--- src/rtl/algo_3ror1w_refr_sched.sv ---
// Refresh scheduler for the 3-read-or-1-write memory: issues periodic refresh
// pulses, lets the host postpone up to MAXPOST of them, and forces one when the backlog is full.
module algo_3ror1w_refr_sched #(
  parameter int REFFREQ = 6,
  parameter int REFFRHF = 0,
  parameter int BITFREQ = 8,
  parameter int MAXPOST = 4,
  parameter int BITPOST = 3
) (
  input  logic               clk,
  input  logic               rst,
  input  logic               enable,
  input  logic               ready,
  input  logic               hold,
  output logic               refr,
  output logic [BITPOST-1:0] pend_cnt,
  output logic               forced,
  output logic               err_ovf
);

  typedef enum logic {IDLE, RUN} state_t;

  localparam logic [BITFREQ-1:0] LAST_LO  = BITFREQ'(REFFREQ - 1);
  localparam logic [BITFREQ-1:0] LAST_HI  = BITFREQ'(REFFREQ);
  localparam logic [BITPOST-1:0] PEND_MAX = BITPOST'(MAXPOST);

  state_t             state;
  logic [BITFREQ-1:0] timer;
  logic               phase;

  logic               go;
  logic [BITFREQ-1:0] last;
  logic               expire;
  logic               at_max;
  logic               issue;
  logic               ovf;

  // Saturating backlog update: an expire and an issue in the same cycle cancel.
  function automatic logic [BITPOST-1:0] pend_next(input logic [BITPOST-1:0] cur,
                                                   input logic inc,
                                                   input logic dec);
    if (inc && !dec)
      pend_next = (cur == PEND_MAX) ? cur : cur + 1'b1;
    else if (dec && !inc)
      pend_next = cur - 1'b1;
    else
      pend_next = cur;
  endfunction

  always_comb begin
    go     = enable && ready;
    last   = (REFFRHF != 0 && phase) ? LAST_HI : LAST_LO;
    expire = (state == RUN) && (timer == last);
    at_max = (pend_cnt == PEND_MAX);
    // refr is still high in the cycle after an issue, which keeps pulses apart
    issue  = (state == RUN) && (pend_cnt != '0) && !refr && (!hold || at_max);
    ovf    = expire && at_max && !issue;
  end

  always_ff @(posedge clk or negedge rst) begin
    if (!rst) begin
      state    <= IDLE;
      timer    <= '0;
      phase    <= 1'b0;
      pend_cnt <= '0;
      refr     <= 1'b0;
      forced   <= 1'b0;
      err_ovf  <= 1'b0;
    end else begin
      case (state)
        IDLE: begin
          timer    <= '0;
          phase    <= 1'b0;
          pend_cnt <= '0;
          refr     <= 1'b0;
          forced   <= 1'b0;
          if (go)
            state <= RUN;
        end
        RUN: begin
          if (!go) begin
            // Memory re-initialises itself after losing ready; owed refreshes are dropped.
            state    <= IDLE;
            timer    <= '0;
            phase    <= 1'b0;
            pend_cnt <= '0;
            refr     <= 1'b0;
            forced   <= 1'b0;
          end else begin
            timer    <= expire ? '0 : timer + 1'b1;
            if (REFFRHF != 0 && expire)
              phase <= ~phase;
            pend_cnt <= pend_next(pend_cnt, expire, issue);
            refr     <= issue;
            forced   <= issue && hold;
            if (ovf)
              err_ovf <= 1'b1;
          end
        end
        default: state <= IDLE;
      endcase
    end
  end

endmodule

--- config.mk ---
export PLATFORM = sky130hd
export DESIGN_NAME = algo_3ror1w_refr_sched
export DESIGN_NICKNAME = d
export VERILOG_FILES = /design/src/rtl/algo_3ror1w_refr_sched.sv
export SDC_FILE = /design/constraint.sdc
export NUM_CORES = 1
export LEC_CHECK = 0
export ABC_AREA = 1
export CORE_MARGIN = 8
export CORE_UTILIZATION = 24
export DETAILED_ROUTE_END_ITERATION = 8
export PLACE_DENSITY = 0.45
export SLEW_MARGIN = 25
export SYNTH_ARGS = -nofsm -noshare
export SYNTH_HDL_FRONTEND = slang
export SYNTH_SLANG_ARGS = --single-unit
--- constraint.sdc ---
create_clock -name clk -period 5.32 [get_ports clk]
set_input_delay 0.798 -clock clk [delete_from_list [all_inputs] [get_ports clk]]
set_output_delay 0.798 -clock clk [all_outputs]
set_load 0.05 [all_outputs]
* Word level (Yosys, flattened, before mapping)
Cells that the tools add are included.
W data, S select, Z words.
** Word-level totals
- Word-level logic and storage cells :: 45
- Register bits after elaboration :: 15
- Output and inout port bits :: 6
** Cells by class
- Muxes and demuxes :: 13
- Add/subtract/negate cells :: 3
- Bitwise gates (word level) :: 1
- Eq/ne operators :: 4
- Reductions and logical operators :: 18
** Operators with widths (number)
- $mux W8 :: 2
- $pmux W8 S2 :: 1
- $mux W3 :: 4
- $logic_and A1 B1 Y1 :: 10
- $add A8 B1 Y8 const B :: 1
- $eq A8 B3 Y1 const B :: 1
- $pmux W3 S2 :: 1
- $logic_not A1 Y1 :: 4
- $ne A4 B2 Y1 const B :: 1
- $ne A4 B4 Y1 const B :: 1
- $pmux W1 S2 :: 2
- $add A3 B1 Y3 const B :: 1
- $eq A3 B3 Y1 const B :: 1
- $mux W1 :: 3
- $reduce_and A3 Y1 :: 1
- $reduce_bool A3 Y1 :: 1
- $sub A3 B1 Y3 const B :: 1
- $reduce_and A2 Y1 :: 1
- $logic_or A1 B1 Y1 :: 1
- $not A1 Y1 :: 1

* Logic depth before layout (Yosys ltp)
Gate-level depths: netlist (run 1).
- Depth in word-level cells :: 9
- Mapped depth :: 15

* Worst setup path before layout (run 1)
OpenSTA, ideal clock, no wires.
- Path type :: input port to flip-flop
- Start :: in hold
- End :: reg pend_cnt[2]
- Arrival time :: 1.945 ns
- Path slack :: 3.257 ns
- Data required time :: 5.202 ns
- Stages on the path :: 11
- Path buffers :: 0
- Library setup time :: 0.118 ns
- Cell sequence :: o21bai_1 > nand2_1 > nand2_1 > ha_1 > fa_1 > inv_1 > nand2_1 > nand2_1 > nor2_1 > nand2_1 > nand2_1
** On the way
- Longest elaborated chain between the ends :: 8
** RTL lines
- start, declared :: line 14 : input logic hold,
- $logic_not A1 Y1 * :: line 56 : issue = (state == RUN) && (pend_cnt != '0) && !refr && (!hold || at_max);
- $logic_or A1 B1 Y1 * :: line 56
- $logic_and A1 B1 Y1 * :: line 56
- $logic_not A1 Y1 :: line 42 : if (inc && !dec)
- $logic_and A1 B1 Y1 :: line 42
- $mux W3 :: line 42
- $mux W3 :: line 81 : if (!go) begin
- $pmux W3 S2 :: line 70 : case (state)
- end signal, assigned :: line 93 : pend_cnt <= pend_next(pend_cnt, expire, issue);
- end, declared :: line 16 : output logic [BITPOST-1:0] pend_cnt,
Every way passes the cells marked *; elsewhere a longest branch is shown, timed or not.
A chain may end at the register's enable or synchronous reset.

* Worst setup path in the final report (run 1)
- Start :: reg pend_cnt[2]
- End :: out pend_cnt[2]
No word-level cell between the ends.

==> results of run 1 <==
[worst paths after layout]
kind	from	endpoint	slack, ps
worst min register to register	err_ovf$_DFFE_PN0P_	err_ovf$_DFFE_PN0P_	470
min in group asynchronous	rst	timer[0]$_DFF_PN0_	980
worst max-delay path	pend_cnt[2]$_DFFE_PN0P_	pend_cnt[2]	2980
max in group asynchronous	rst	timer[7]$_DFF_PN0_	3900
worst max register to register	timer[0]$_DFF_PN0_	pend_cnt[2]$_DFFE_PN0P_	3390
worst min-delay path	err_ovf$_DFFE_PN0P_	err_ovf$_DFFE_PN0P_	470
[worst min-delay path: stages, from the launching register on]
cell     delay, ps
dfrtp_1        350
inv_1           40
nand2_1         50
[metrics by stage]
| step | util, % | cell area [sq um] | total power, mW | std cells |
|---|---|---|---|---|
| 5_1_grt | 30.2 | 1090 | 0.234 | 170 |
| 2_1_floorplan | - | 882 | 0.125 | 108 |
| 3_5_place_dp | 28.9 | 1040 | 0.132 | 166 |
| 6_report | 30.2 | 1090 | 0.221 | 170 |
| 3_3_place_gp | 28.9 | 1040 | 0.132 | 166 |
| 4_1_cts | 30.2 | 1090 | 0.227 | 170 |
[power breakdown]
part / switching (mW) / internal [mW]
clock: 0.0385 / 0.0529
sequential: 0.00105 / 0.115
combinational: 0.00845 / 0.00535
total: 0.0480 / 0.173
[cells in the final DEF (no fill, tap or decap), drive strengths merged]
cell / n
xor2: 1
nor3b: 1
dfrtp: 15
clkdlybuf4s50: 10
clkbuf: 4
inv: 20
nand4: 1
ha: 3
fa: 1
nor2: 25
o21ai: 2
xnor2: 2
o21bai: 1
nand2: 25
a21oi: 4
nand3: 7
[synth_stat cells]
cell type	count	area share, %
a21oi_1	3	1.7
a21oi_2	1	0.99
dfrtp_1	15	43
fa_1	1	2.3
ha_1	3	4.3
inv_1	16	6.8
inv_2	4	1.7
nand2_1	22	9.4
nand2_2	2	1.4
nand2_8	1	2.3
nand3_1	6	3.4
nand3_2	1	1.1
nand4_1	1	0.71
nor2_1	15	6.4
nor2_2	8	5.7
nor2_4	1	1.3
nor2_8	1	2.3
nor3b_1	1	0.85
o21ai_0	2	1.1
o21bai_1	1	0.85
xnor2_1	2	2.0
xor2_1	1	0.99
[routing by layer]
metal	up-vias	track usage, %
met2	9	9.85
li1	354	-
met1	315	7.95
met5	-	0
met4	0	1.15
met3	2	3.18
[state kept, by name, indices dropped and copies added (netlist names)]
register,count
refr,1
timer,8
err_ovf,1
forced,1
pend_cnt,3
state,1
[layout make-up]
| cell class | instances | area share [%] |
|---|---|---|
| Tap cell | 48 | 5.52 |
| Clock buffer | 4 | 4.14 |
| Timing Repair Buffer | 10 | 9.21 |
| Sequential cell | 15 | 34.5 |
| Multi-Input combinational cell | 73 | 39.7 |
| Inverter | 20 | 6.90 |
[logic make-up after synthesis]
logic type / Yosys count / synth area share (%)
buf+inv: 20 / 8.51
simple gates: 59 / 34.8
xor+xnor: 3 / 2.98
compound gates: 7 / 4.68
fa+ha+maj: 4 / 6.53
flops: 15 / 42.6
==> flow_metrics.py, run 1 <==
metrics = {
    "logic_synthesis": {
        "synth_seq_area_share_pct": 42.6,
        "netlist_instances": 108,
        "synth_area_sq_um": 882,
        "avgSynthCellArea_sq_um": 8.17,
        "yosysUniqueCellTypes": 22,
        "ys_seq_elements": 15,
        "syn_nets": 117,
        "ys_warn_count": 0,
    },
    "sta": {
        "fin_hold_ws_ps": 471,
        "max_slew.worst_pin.slew_ps": 702,
        "setup_tns_ps": 0,
        "max_freq_ghz": 0.427,
        "hold_viol_final": 0,
        "rsz0062_at_grt": "false",
        "setup_viol": 0,
        "slew_headroom_pct": 53.1,
        "setup_ws_ps": 2980,
        "min_period_ps": 2340,
        "fin_crit_sh_pct": 44.0,
        "fin_skew_ps": 2.64,
        "drv_slew": 0,
    },
    "cts": {
        "clk_pin_slew_worst_paths_ps": 60,
        "numCtsBuffers": 3,
        "post_cts_buffers": 0,
        "cts_hold_buf": 0,
        "post_cts_resized": 0,
        "numClockSinks": 15,
        "cts_tree": "built",
        "htree_levels": 1,
        "clock_latency_ps": 240,
        "clock_tree.buffer_depth": 2,
        "cts_root_buffer": "clkbuf_8",
    },
    "detailed_routing": {
        "wl_microns": 1730,
        "postRouteAntennaNets": 0,
        "wl_met1_microns": 826,
        "drc": 0,
        "wl_met2_microns": 803,
        "drt_pass1_iterations": 4,
        "viasPerCell": 4.00,
        "via_count": 680,
        "wl_met3_microns": 92,
        "wl_per_cell_microns": 10.2,
        "top_layer_used": "met4",
        "drt_iter0_drc": 26,
    },
    "global_route": {
        "overflow": 0,
        "grt_util_all_layers_pct": 6.43,
        "grt_max_degree": 16,
        "grt_pass1_wl_microns": 3130,
        "grt_pass1_vias": 667,
        "antenna_found_initial": 0,
    },
    "finish": {
        "syn_to_final_growth_pct": 23.3,
        "drive_above_1_share_pct": 18.0,
        "fin_nets": 132,
        "antenna_cells": 0,
        "multiInputGateArea_sq_um": 432,
        "final.fill_count": 402,
        "final-seq-area_sq_um": 375,
    },
    "worst_setup_path": {
        "critPathArrivalTime_ps": 1540,
        "worstSetupPathDepth": 1,
        "endpoint_kind": "primary output",
        "cp_top_family": "buffers and inverters",
        "path_cells": "clkdlybuf4s50_1",
        "cpPeakStageDelay_ps": 850,
        "required_ps": 4520,
        "crit_buf_inv": 1,
        "path_max_fanout": 6,
        "critPathSlowestCell": "clkdlybuf4s50_1",
        "worstSetupPathType": "flip-flop to primary output",
        "r2r_cells": 13,
        "cp-start-kind": "flip-flop",
    },
    "die": {
        "core_sq_um": 3610,
        "initial_core_util_pct": 24.5,
        "ios": 11,
        "die_w_microns": 76.6,
        "die_area_sq_um": 5870,
        "die_y_microns": 76.6,
        "row_count": 22,
    },
    "placed_design": {
        "routabilityCongestion": 0.742,
        "portBuffers": 10,
        "place_hpwl_microns": 1350,
        "detailedPlace.worstSlack_ps": 2730,
    },
    "hold_path": {
        "hold_path_depth": 2,
        "hp-class": "flip-flop to flip-flop",
    },
    "run_status": {
        "run_status": "completed",
    },
    "power_and_ir_drop": {
        "power_density_nw_per_um2": 204,
        "vdd.ir_drop.worst_mv": 0.0762,
        "p_leak_nw": 0.511,
    },
    "run": {
        "cap_violations": 0,
    },
}
Power figures use the tool's default switching activity.
==> inputs of run 2 (changes only) <==
PLACE_DENSITY = 0.46   (was 0.45)
clock period = 2 ns   (was 5.32 ns; I/O delays follow)
==> run 2 against run 1 <==
Total power grew to 2.7 times the previous value. Count of clock-buffer cells in the layout stayed put. Sequential power grew to 2.7 times the previous value. Combinational power grew to 2.9 times the previous value. Final cell count is 2.4% higher. First-iteration DRC count is 35% lower. Non-clock buffer count is 4 higher. Design area is 3.0% higher. Clock power grew to 2.8 times the previous value. Flip-flop and latch count stayed put.
==> flow_metrics.py, run 2 (synthesis gave the netlist of run 1 again) <==
metrics = {
    "placed_design": {
        "portBuffers": 10,
        "placed_cells": 170,
        "place_hpwl_microns": 1320,
        "routabilityCongestion": 0.771,
    },
    "hold_path": {
        "hp-class": "input pin to asynchronous set/reset pin",
    },
    "die": {
        "die_y_microns": 76.6,
        "row_count": 22,
        "die_area_sq_um": 5870,
        "ios": 11,
        "core_sq_um": 3610,
        "die_w_microns": 76.6,
        "initial_core_util_pct": 24.5,
    },
    "detailed_routing": {
        "wl_microns": 1760,
        "drc": 0,
        "wl_per_cell_microns": 10.1,
        "via_count": 705,
        "postRouteAntennaNets": 0,
        "viasPerCell": 4.05,
        "drt_iter0_drc": 17,
        "drt_pass1_iterations": 4,
    },
    "worst_setup_path": {
        "endpoint_kind": "flip-flop",
        "critPathArrivalTime_ps": 2010,
        "cp-start-kind": "flip-flop",
        "worstSetupPathType": "flip-flop to flip-flop",
        "path_max_fanout": 3,
        "cpPeakStageDelay_ps": 520,
        "required_ps": 2150,
        "timing.rr.start": "timer[1]$_DFF_PN0_",
        "crit_top_cell": "inv_1",
        "worstSetupStartpoint": "timer[1]$_DFF_PN0_",
        "path_cells": "inv_1, ha_1, nand2_1, inv_1, nand2_1, nor2_4, ha_1, fa_2, inv_1, nor2_1, nor2_1",
        "critPathSlowestCell": "fa_2",
    },
    "cts": {
        "clock_latency_ps": 250,
        "cts_root_buffer": "clkbuf_8",
        "numClockSinks": 15,
        "cts_tree": "built",
        "clk_pin_slew_worst_paths_ps": 60,
        "post_cts_buffers": 0,
        "htree_levels": 1,
        "clock_tree.buffer_depth": 2,
        "numCtsBuffers": 3,
    },
    "sta": {
        "max_freq_ghz": 0.535,
        "drv_slew": 0,
        "max_slew.worst_pin.slew_ps": 504,
        "hold_viol_final": 0,
        "setup_viol": 0,
        "fin_skew_ps": 3.36,
        "setup_tns_ps": 0,
        "rsz0062_at_grt": "false",
        "fin_crit_sh_pct": 93.4,
        "min_period_ps": 1870,
        "slew_headroom_pct": 66.3,
    },
    "finish": {
        "layout_commonest_cell": "nand2_1",
        "top_regs": "timer x8, pend_cnt x3",
        "fin_nets": 136,
        "final_cells": 174,
        "top_register": "timer",
        "syn_to_final_growth_pct": 26.9,
        "layout_common_cells": "nand2_1, inv_1, nor2_1, dfrtp_1, clkdlybuf4s50_1",
        "largest_reg_flops": 8,
        "drive_above_1_share_pct": 21.4,
        "antenna_cells": 0,
    },
    "global_route": {
        "grt_max_degree": 16,
        "grt_util_all_layers_pct": 6.88,
        "grt_pass1_wl_microns": 3210,
        "overflow": 0,
        "grt_pass1_vias": 726,
        "antenna_found_initial": 0,
    },
    "power_and_ir_drop": {
        "power_density_nw_per_um2": 536,
        "p_leak_nw": 0.530,
        "vdd.ir_drop.worst_mv": 0.317,
    },
    "run": {
        "cap_violations": 0,
    },
    "run_status": {
        "run_status": "completed",
    },
}
[run 2: changes by cell type in the layout (fill, tap and decap cells not counted), sizes merged]
cell	change
buf	+4
[run 2: routing by layer]
| metal | global-route usage (%) | share of wire, % |
|---|---|---|
| met5 | 0 | 0 |
| met4 | 2.88 | 1.5 |
| met3 | 4.01 | 7.4 |
| met2 | 10.7 | 47 |
| met1 | 7.43 | 44 |
[run 2: per-stage QoR]
step	setup WS [ps]	hold WS (ps)	utilization, %	instance area (sq um)	power (mW)
after global routing	3.82	382	31.1	1120	0.636
after detailed placement	3.18	457	29.7	1070	0.355
after global placement	26.6	456	29.7	1070	0.354
after CTS	123	374	31.0	1120	0.616
after floorplan	13.6	4.41	-	882	0.332
final	132	370	31.1	1120	0.600
[run 2: layout make-up]
class                      instances  area (sq um)
inverter                          20          75.1
fill                             392          2490
timing repair buffer              14           130
tap                               48          60.1
sequential                        15           375
clock buffer                       4          45.0
multi-input combinational         73           434
[run 2: final timing paths]
| kind | to | slack, ps | cells past startpoint |
|---|---|---|---|
| max | pend_cnt[1]$_DFFE_PN0P_ | 130 | 11 |
| min | timer[0]$_DFF_PN0_ | 370 | 2 |
| max in group asynchronous | timer[4]$_DFF_PN0_ | 1440 | 2 |
| min reg2reg | err_ovf$_DFFE_PN0P_ | 470 | 2 |
| min in group clk | err_ovf$_DFFE_PN0P_ | 470 | 2 |
| max reg2reg | pend_cnt[1]$_DFFE_PN0P_ | 130 | 11 |
[run 2: what timing repair did]
action                                 4_1_cts  5_1_grt
hold buffers                                 0        0
endpoints found under the hold margin        0        0
setup endpoints to repair                    0        1
resized for setup                            0        1
[run 2: critical path: cells and delay by family, from the launching register on]
family / cells / cell delay, ps
buf+inv: 3 / 130
flops: 1 / 380
simple gates: 5 / 350
fa+ha+maj: 3 / 920
[run 2: where the power goes]
part	switching [mW]	internal (mW)
sequential	0.00196	0.306
combinational	0.0237	0.0165
clock	0.111	0.141
==> inputs of run 3 (changes only) <==
CAP_MARGIN = 10   (was unset)
CORE_MARGIN = 2   (was 8)
==> run 3 against run 2 <==
Register-to-register slack hardly changed. Via count is 0.14% higher. Critical endpoint is now pend_cnt[2]$_DFFE_PN0P_. Count of clock-buffer cells in the layout is 1 lower. Global-route usage is 2.4 points higher. Highest routed layer unchanged. Core utilization is 0.17 points higher.
==> flow_metrics.py, run 3 (synthesis gave the netlist of run 1 again) <==
metrics = {
    "finish": {
        "layout_commonest_cell": "nand2_1",
        "layout_common_cells": "nand2_1, inv_1, nor2_1, dfrtp_1, clkdlybuf4s50_1",
        "drive_above_1_share_pct": 22.0,
        "top_regs": "timer x8, pend_cnt x3",
        "antenna_cells": 0,
        "top_register": "timer",
        "final_cells": 175,
        "post-route-cell-area_sq_um": 1130,
        "fin_util_pct": 31.2,
        "final.fill_count": 391,
        "largest_reg_flops": 8,
        "multiInputGateArea_sq_um": 432,
        "syn_to_final_growth_pct": 27.7,
        "fin_nets": 137,
        "final-seq-area_sq_um": 375,
    },
    "sta": {
        "max_freq_ghz": 0.533,
        "fin_hold_ws_ps": 373,
        "hold_viol_final": 0,
        "max_slew.worst_pin.slew_ps": 505,
        "fin_skew_ps": 1.16,
        "min_period_ps": 1880,
        "setup_tns_ps": 0,
        "fin_crit_sh_pct": 93.8,
        "drv_slew": 0,
        "slew_headroom_pct": 66.3,
        "setup_viol": 0,
        "rsz0062_at_grt": "false",
    },
    "power_and_ir_drop": {
        "p_switching_mw": 0.135,
        "vdd.ir_drop.worst_mv": 0.235,
        "p_leak_nw": 0.539,
        "seqPwrFrac_pct": 51.7,
        "p_int_mw": 0.460,
        "power_density_nw_per_um2": 529,
        "clkPwrFrac_pct": 41.6,
        "p_comb_share_pct": 6.7,
        "sw_frac_of_total_pct": 22.7,
    },
    "cts": {
        "cts_hold_buf": 0,
        "clock_latency_ps": 250,
        "cts_root_buffer": "clkbuf_8",
        "numClockSinks": 15,
        "numCtsBuffers": 3,
        "cts_tree": "built",
        "clk_pin_slew_worst_paths_ps": 60,
        "htree_levels": 1,
        "clock_tree.buffer_depth": 2,
    },
    "worst_setup_path": {
        "critPathSlowestCell": "fa_1",
        "rrSetupSlack_ps": 120,
        "critPathArrivalTime_ps": 2020,
        "endpoint_kind": "flip-flop",
        "required_ps": 2140,
        "timing.rr.start": "timer[1]$_DFF_PN0_",
        "r2r-end": "pend_cnt[2]$_DFFE_PN0P_",
        "worstSetupPathType": "flip-flop to flip-flop",
        "crit_top_cell": "nand2_1",
        "cp_top_family": "adder cells",
        "cpPeakStageDelay_ps": 400,
        "crit_buf_inv": 3,
        "cp-start-kind": "flip-flop",
        "r2r_cells": 14,
        "path_cells": "inv_1, ha_1, nand2_1, inv_1, nand2_1, nor2_4, ha_1, fa_1, inv_1, nand2_1, nand2_1, nor2_1, nand2_1, nand2_1",
        "path_max_fanout": 3,
    },
    "global_route": {
        "grt_util_all_layers_pct": 9.31,
        "grt_max_degree": 16,
        "grt_pass1_wl_microns": 3040,
        "grt_pass1_vias": 692,
        "antenna_found_initial": 0,
        "overflow": 0,
    },
    "detailed_routing": {
        "wl_per_cell_microns": 9.41,
        "wl_microns": 1650,
        "via_count": 706,
        "drt_pass1_iterations": 4,
        "viasPerCell": 4.03,
        "drt_iter0_drc": 17,
        "drc": 0,
        "postRouteAntennaNets": 0,
    },
    "die": {
        "row_count": 22,
        "die_w_microns": 64.6,
        "initial_core_util_pct": 24.5,
        "core_sq_um": 3610,
        "die_y_microns": 64.6,
        "die_area_sq_um": 4180,
        "ios": 11,
    },
    "run": {
        "cap_violations": 0,
    },
    "placed_design": {
        "place_area_sq_um": 1070,
        "routabilityCongestion": 0.774,
        "place_hpwl_microns": 1270,
        "placed_cells": 170,
        "portBuffers": 10,
    },
    "hold_path": {
        "hp-class": "input pin to asynchronous set/reset pin",
    },
    "run_status": {
        "run_status": "completed",
    },
}
==> run 3: cell count changes in the layout (fill, tap and decap cells not counted) <==
cell      delta
fa_1         +1
buf_4        +1
clkinv_2     +1
fa_2         -1
clkbuf_1     -1
==> run 3: worst max path at each step <==
| stage | from | endpoint | slack (ps) | cells after the start |
|---|---|---|---|---|
| 2_1_floorplan | pend_cnt[0]$_DFFE_PN0P_ | pend_cnt[2]$_DFFE_PN0P_ | 10 | 12 |
| 3_3_place_gp | hold | pend_cnt[2]$_DFFE_PN0P_ | 10 | 12 |
| 3_5_place_dp | hold | pend_cnt[2]$_DFFE_PN0P_ | -4 | 12 |
| 4_1_cts | timer[1]$_DFF_PN0_ | pend_cnt[2]$_DFFE_PN0P_ | 100 | 14 |
| 5_1_grt | timer[1]$_DFF_PN0_ | pend_cnt[2]$_DFFE_PN0P_ | 0.5 | 14 |
| 6_report | timer[1]$_DFF_PN0_ | pend_cnt[2]$_DFFE_PN0P_ | 120 | 14 |
==> run 3: what timing repair did <==
action                                  CTS  global route
gates resized for setup                   0             0
buffers inserted                          0             1
endpoints found under the setup margin    0             1
==> run 3: stage by stage <==
stage / power, mW / worst slack [ps]
finish: 0.595 / 125
detailed placement: 0.354 / -3.87
floorplan: 0.332 / 13.6
global route: 0.631 / 0.484
CTS: 0.606 / 104
global placement: 0.354 / 12.7
==> run 3: power by group through the flow <==
stage / sequential (mW) / clock, mW / combinational, mW
floorplan: 0.316 / 0 / 0.0164
global placement: 0.313 / 0 / 0.0404
detailed placement: 0.313 / 0 / 0.0407
CTS: 0.308 / 0.257 / 0.0410
global route: 0.308 / 0.278 / 0.0444
finish: 0.308 / 0.248 / 0.0398
==> run 3: routing by layer <==
layer	GRT usage, %	routed length [microns]
met1	11.4	778
met2	15.4	783
met3	3.47	69
met4	2.39	14
met5	0	0
==> run 3: layout make-up <==
type	count	share of cell area, %
Sequential cell	15	33.3
Clock buffer	3	3.67
Timing Repair Buffer	15	12.2
Tap cell	48	5.33
Inverter	20	6.67
Multi-Input combinational cell	73	38.3
Clock inverter	1	0.444
